==> config.mk <==
export PLATFORM = sky130hd
export DESIGN_NAME = regfile_wb
export DESIGN_NICKNAME = d
export VERILOG_FILES = /design/src/rtl/regfile_wb_pkg.sv /design/src/rtl/regfile_wb_rd_port.sv /design/src/rtl/regfile_wb.sv
export SDC_FILE = /design/constraint.sdc
export NUM_CORES = 2
export LEC_CHECK = 0
export CAP_MARGIN = 25
export CORE_MARGIN = 1.5
export CORE_UTILIZATION = 49
export DETAILED_ROUTE_END_ITERATION = 10
export PLACE_DENSITY = 0.66
export SYNTH_ARGS = -nofsm -noshare
export SYNTH_HDL_FRONTEND = slang
export SYNTH_HIERARCHICAL = 1
export SYNTH_SLANG_ARGS = --single-unit
==> constraint.sdc <==
create_clock -name clk_i -period 2.35 [get_ports clk_i]
set_clock_uncertainty 0.2 [all_clocks]
set_input_delay 0.235 -clock clk_i [delete_from_list [all_inputs] [get_ports clk_i]]
set_output_delay 0.235 -clock clk_i [all_outputs]
set_load 0.1 [all_outputs]
==> src/rtl/regfile_wb_pkg.sv <==
// Shared constants for the write-back register file.
// Polarity constants name the active level of the reset, write-enable and read-enable inputs.
package regfile_wb_pkg;

  localparam int unsigned RegNum   = 32;
  localparam int unsigned RegAddrW = 5;
  localparam int unsigned RegDataW = 32;

  localparam logic [RegDataW-1:0] ZeroWord    = '0;
  localparam logic                WriteEnable = 1'b1;
  localparam logic                ReadEnable  = 1'b1;
  localparam logic                RstnEnable  = 1'b0;

endpackage

==> src/rtl/regfile_wb_rd_port.sv <==
// One combinational read port of the register file.
// Returns zero while in reset, when the port is disabled, or when register 0 is addressed.
// With REGFILE_BYPASS_EN defined, a same-cycle write to the addressed register is forwarded.
// Ports:
//   rst_ni     async active-low reset (gates the output to zero while low)
//   re_i       read enable
//   raddr_i    read address
//   arr_data_i array contents at raddr_i
//   we_i       write enable of the write-back port
//   waddr_i    write address of the write-back port
//   wdata_i    write data of the write-back port
//   rdata_o    read data
module regfile_wb_rd_port
  import regfile_wb_pkg::*;
#(
  parameter int unsigned AddrW = RegAddrW,
  parameter int unsigned DataW = RegDataW
) (
  input  logic             rst_ni,
  input  logic             re_i,
  input  logic [AddrW-1:0] raddr_i,
  input  logic [DataW-1:0] arr_data_i,
  input  logic             we_i,
  input  logic [AddrW-1:0] waddr_i,
  input  logic [DataW-1:0] wdata_i,
  output logic [DataW-1:0] rdata_o
);

`ifndef REGFILE_BYPASS_EN
  // Write-port inputs only feed the bypass mux.
  logic unused_bypass;
  assign unused_bypass = ^{we_i, waddr_i, wdata_i};
`endif

  always_comb begin
    rdata_o = '0;
    if (rst_ni == RstnEnable || re_i != ReadEnable || raddr_i == '0) begin
      rdata_o = '0;
`ifdef REGFILE_BYPASS_EN
    // raddr_i != 0 here, so the match also implies waddr_i != 0.
    end else if (we_i == WriteEnable && raddr_i == waddr_i) begin
      rdata_o = wdata_i;
`endif
    end else begin
      rdata_o = arr_data_i;
    end
  end

endmodule

==> src/rtl/regfile_wb.sv <==
// Architectural general register file at the consumer end of the MEM_WB interface.
// Commits one write per cycle, serves two combinational read ports, counts retired
// (non-bubble) instructions and pulses wb_done_o the cycle after each committed write.
// Optional build macro: REGFILE_BYPASS_EN enables write-through on same-cycle read/write.
// Ports:
//   clk_i        clock
//   rst_ni       async active-low reset
//   we_i         write enable
//   waddr_i      write address
//   wdata_i      write data
//   inst_i       instruction word (zero marks a bubble)
//   re1_i        read enable, port 1
//   raddr1_i     read address, port 1
//   rdata1_o     read data, port 1
//   re2_i        read enable, port 2
//   raddr2_i     read address, port 2
//   rdata2_o     read data, port 2
//   retire_cnt_o retired-instruction counter
//   wb_done_o    pulse: a write committed on the previous edge
module regfile_wb
  import regfile_wb_pkg::*;
#(
  parameter int unsigned NumRegs = RegNum,
  parameter int unsigned AddrW   = RegAddrW,
  parameter int unsigned DataW   = RegDataW
) (
  input  logic             clk_i,
  input  logic             rst_ni,
  input  logic             we_i,
  input  logic [AddrW-1:0] waddr_i,
  input  logic [DataW-1:0] wdata_i,
  input  logic [31:0]      inst_i,
  input  logic             re1_i,
  input  logic [AddrW-1:0] raddr1_i,
  output logic [DataW-1:0] rdata1_o,
  input  logic             re2_i,
  input  logic [AddrW-1:0] raddr2_i,
  output logic [DataW-1:0] rdata2_o,
  output logic [31:0]      retire_cnt_o,
  output logic             wb_done_o
);

  logic [DataW-1:0] regs_q [NumRegs];
  logic [31:0]      retire_cnt_q, retire_cnt_d;
  logic             wb_done_q, wb_done_d;
  logic             commit;

  // Writes to register 0 are dropped so it always reads back as zero.
  assign commit = (we_i == WriteEnable) && (waddr_i != '0);

  always_comb begin
    wb_done_d    = commit;
    retire_cnt_d = retire_cnt_q;
    if (inst_i != 32'h0) begin
      retire_cnt_d = retire_cnt_q + 32'd1;
    end
  end

  always_ff @(posedge clk_i or negedge rst_ni) begin
    if (!rst_ni) begin
      for (int i = 0; i < int'(NumRegs); i++) begin
        regs_q[i] <= '0;
      end
    end else if (commit) begin
      regs_q[waddr_i] <= wdata_i;
    end
  end

  always_ff @(posedge clk_i or negedge rst_ni) begin
    if (!rst_ni) begin
      retire_cnt_q <= '0;
      wb_done_q    <= 1'b0;
    end else begin
      retire_cnt_q <= retire_cnt_d;
      wb_done_q    <= wb_done_d;
    end
  end

  assign retire_cnt_o = retire_cnt_q;
  assign wb_done_o    = wb_done_q;

  regfile_wb_rd_port #(
    .AddrW(AddrW),
    .DataW(DataW)
  ) u_rd_port1 (
    .rst_ni    (rst_ni),
    .re_i      (re1_i),
    .raddr_i   (raddr1_i),
    .arr_data_i(regs_q[raddr1_i]),
    .we_i      (we_i),
    .waddr_i   (waddr_i),
    .wdata_i   (wdata_i),
    .rdata_o   (rdata1_o)
  );

  regfile_wb_rd_port #(
    .AddrW(AddrW),
    .DataW(DataW)
  ) u_rd_port2 (
    .rst_ni    (rst_ni),
    .re_i      (re2_i),
    .raddr_i   (raddr2_i),
    .arr_data_i(regs_q[raddr2_i]),
    .we_i      (we_i),
    .waddr_i   (waddr_i),
    .wdata_i   (wdata_i),
    .rdata_o   (rdata2_o)
  );

endmodule

==> results.yml <==
route:
  first_pass_iters: 5
  wirelength_mm: 175
  ant_nets: 0
  wl_per_cell_um: 30.8
  routed-via-count: 37300
  vias_per_cell: 6.56
  drtIter0Drc: 3154
  drc: 0
floorplan:
  die_h_um: 342
  die_w_um: 342
  dieArea_mm2: 0.117
  num_rows: 124
  initial_core_util_pct: 49.3
  io_pins: 181
  coreArea_mm2: 0.114
setup_path:
  crit_type: "flop to primary output"
  critPathBufInv: 3
  startpoint_type: "flop"
  cp_slowest_cell: "mux4_2"
  path_max_fanout: 3
  max_stage_delay_ns: 0.47
  cp_cell_sequence: "mux4_2, mux2i_1, buf_4, a22o_1, a21oi_4, nand3_2, buf_12, a21oi_4, buf_12"
  cp_data_arrival_time_ns: 2.61
  crit_family: "multiplexers"
  worst_setup_path_end_kind: "primary output"
  cp.required_ns: 1.91
clock_network:
  clock_sinks: 1057
  clockBufferDepth: 3
  path_clk_slew_ns: 0.06
  cts_inserted_buffers: 114
  cts_tree: "yes"
  cts.root.buffer_cell: "clkbuf_16"
  cts-htree-levels: 3
  clkLatencyLatePin_ns: 0.70
logic_synthesis:
  synth-edff-count: 0
  ys_top_cells_by_area: "dfrtp_1 (47%), mux4_2 (20%), mux2_2 (19%)"
  ys_warn_count: 6
  async_reset_ff_share_pct: 100
  synth_compound_area_share_pct: 4.08
  syn_avg_cell_area_um2: 15.3
  synth_top_family_by_area: "multiplexers"
  synthFlopType: "dfrtp_1"
  syn_area_mm2: 0.0563
  synthXorXnorAreaFrac_pct: 0.483
  synth_cells: 3681
  synth.mux.area_fraction_pct: 42.6
  synth-adder-area-share_pct: 0.0222
  ys_seq_elements: 1057
  yosysTopAreaCell: "dfrtp_1"
  synth_top_area_share_pct: 47.0
  synth-simple-area-share_pct: 1.91
  synth.net_count: 3766
  synth_cell_types: 43
  yosysSeqAreaShare_pct: 47.0
power:
  p_leak_nw: 30.3
  peakVddDrop_mv: 0.602
  p_total_mw: 55.0
  pwr_density_cell_mw_per_mm2: 773
run_status:
  violations: "setup timing"
  outcome: "finished with violations"
finish:
  final_nets: 4165
  seqCellArea_mm2: 0.0265
  final_common_cell: "dfrtp_1"
  drive_gt1_share_pct: 63.4
  utilization_pct: 62.4
  fillers: 8358
  syn2layout_area_growth_pct: 26.6
  multiInputGateArea_mm2: 0.0304
  final_cell_mix: "dfrtp_1 (1046), mux2_2 (958), mux4_2 (512), buf_4 (365), buf_12 (253)"
sta:
  fin_crit_ns: 3.04
  setup_viol: 64
  slew_viol_final: 0
  grt_setup_unrepaired: "yes"
  fin_tns_setup_ns: -32.24
  max_freq_mhz: 329
  hold_violations: 0
  finalCritPeriodShare_pct: 130
  worst_slew_pin_slew_ns: 0.816
  setup_ws_ns: -0.693
  relSlewSlack_pct: 45.5
grt:
  overflow: 0
  antenna_found_initial: 8
  grt_max_degree: 137
  grt_pass1_wl_mm: 263
  track_usage_pct: 30.4
  grt_pass1_vias: 38800
min_path:
  min_path_type: "primary input to flop"
place:
  portBuffers: 180
  place_congestion: 0.883
  dpl.hpwl_mm: 116
job:
  cap_violations: 0
[registers in the layout (all words and copies together) (netlist names)]
name          flops
regs_q         1024
retire_cnt_o     32
wb_done_o         1
[cells by family after synthesis]
| group | Yosys count |
|---|---|
| AOI/OAI and AO/OA | 324 |
| xor gates and xnor gates | 31 |
| adders and majority gates | 1 |
| buffers and inverters | 441 |
| DFF | 1057 |
| muxes | 1633 |
| and+or+nand+nor | 194 |
[path summary, 6_finish.rpt]
kind                                      start                to  slack, ns  cells after the start
worst max-delay path                regs_q[112]      rdata2_o[16]      -0.69                      9
worst min-delay path                       we_i         wb_done_o       0.12                      3
worst max register to register  retire_cnt_o[3]  retire_cnt_o[31]       0.33                      5
worst min register to register     regs_q[1016]      regs_q[1016]       0.19                      0
max in group asynchronous                rst_ni       regs_q[963]       0.13                      8
min in group asynchronous                rst_ni       regs_q[443]       0.14                      7
[through the flow]
| step | cell area [um2] | std cells | setup WS, ns | hold slack [ns] |
|---|---|---|---|---|
| floorplan | 57200 | 3681 | -0.0727 | -0.261 |
| global placement | 65700 | 5475 | -0.843 | -0.0244 |
| detailed placement | 65700 | 5475 | -0.846 | -0.0234 |
| CTS | 70900 | 5679 | -0.708 | 0.0711 |
| global route | 71200 | 5679 | -0.756 | 0.107 |
| finish | 71200 | 5680 | -0.693 | 0.117 |
[layout make-up]
type	count	area share, %
diodes	2	0.00703
clock buffers	174	4.67
clock inverters	28	0.374
inverters	9	0.0510
multi-input cells	2183	42.7
flip-flops and latches	1057	37.2
well taps	1512	2.66
repair buffers	715	12.4
[worst reg2reg max path: cells and delay by family, from the launching register on]
kind             cells  cell delay [ns]
flip-flops           1             0.41
XOR/XNOR             1             0.18
AND/OR/NAND/NOR      4             1.16
[power by group]
part / total, mW / internal [mW] / switching [mW] / leakage (nW)
clock network: 17.5 / 10.0 / 7.52 / 1.76
registers: 23.9 / 21.6 / 2.36 / 13.5
logic: 13.6 / 7.88 / 5.69 / 15.0
[repair_timing]
action,CTS,global route
hold buffers,12,0
pin swaps,121,44
resized for setup,278,43
cloned,1,1
endpoints found under the setup margin,64,200
hold endpoints to repair,562,0
setup buffers,22,3
[synthesized netlist by cell type, types with 8 or more instances]
library cell / instances
xnor2_1: 10
mux4_2: 512
mux2i_1: 128
inv_1: 9
a22o_1: 64
dfrtp_1: 1057
buf_4: 31
buf_2: 128
nand3_1: 73
nor2_1: 31
buf_1: 33
xor2_1: 21
mux2_2: 958
nand2_1: 27
a22oi_1: 64
nor3_1: 13
a21oi_1: 124
buf_6: 32
clkbuf_1: 208
a221oi_1: 64
nor4_1: 8
mux2_1: 35
[layer usage]
metal / track usage [%] / routed length (um) / vias up
li1: - / - / 15200
met1: 43.7 / 73900 / 20300
met2: 47.0 / 81400 / 1488
met3: 6.15 / 14400 / 285
met4: 8.99 / 5030 / 12
met5: 0 / 80 / -
No activity file was read; power rests on OpenSTA's default activity.
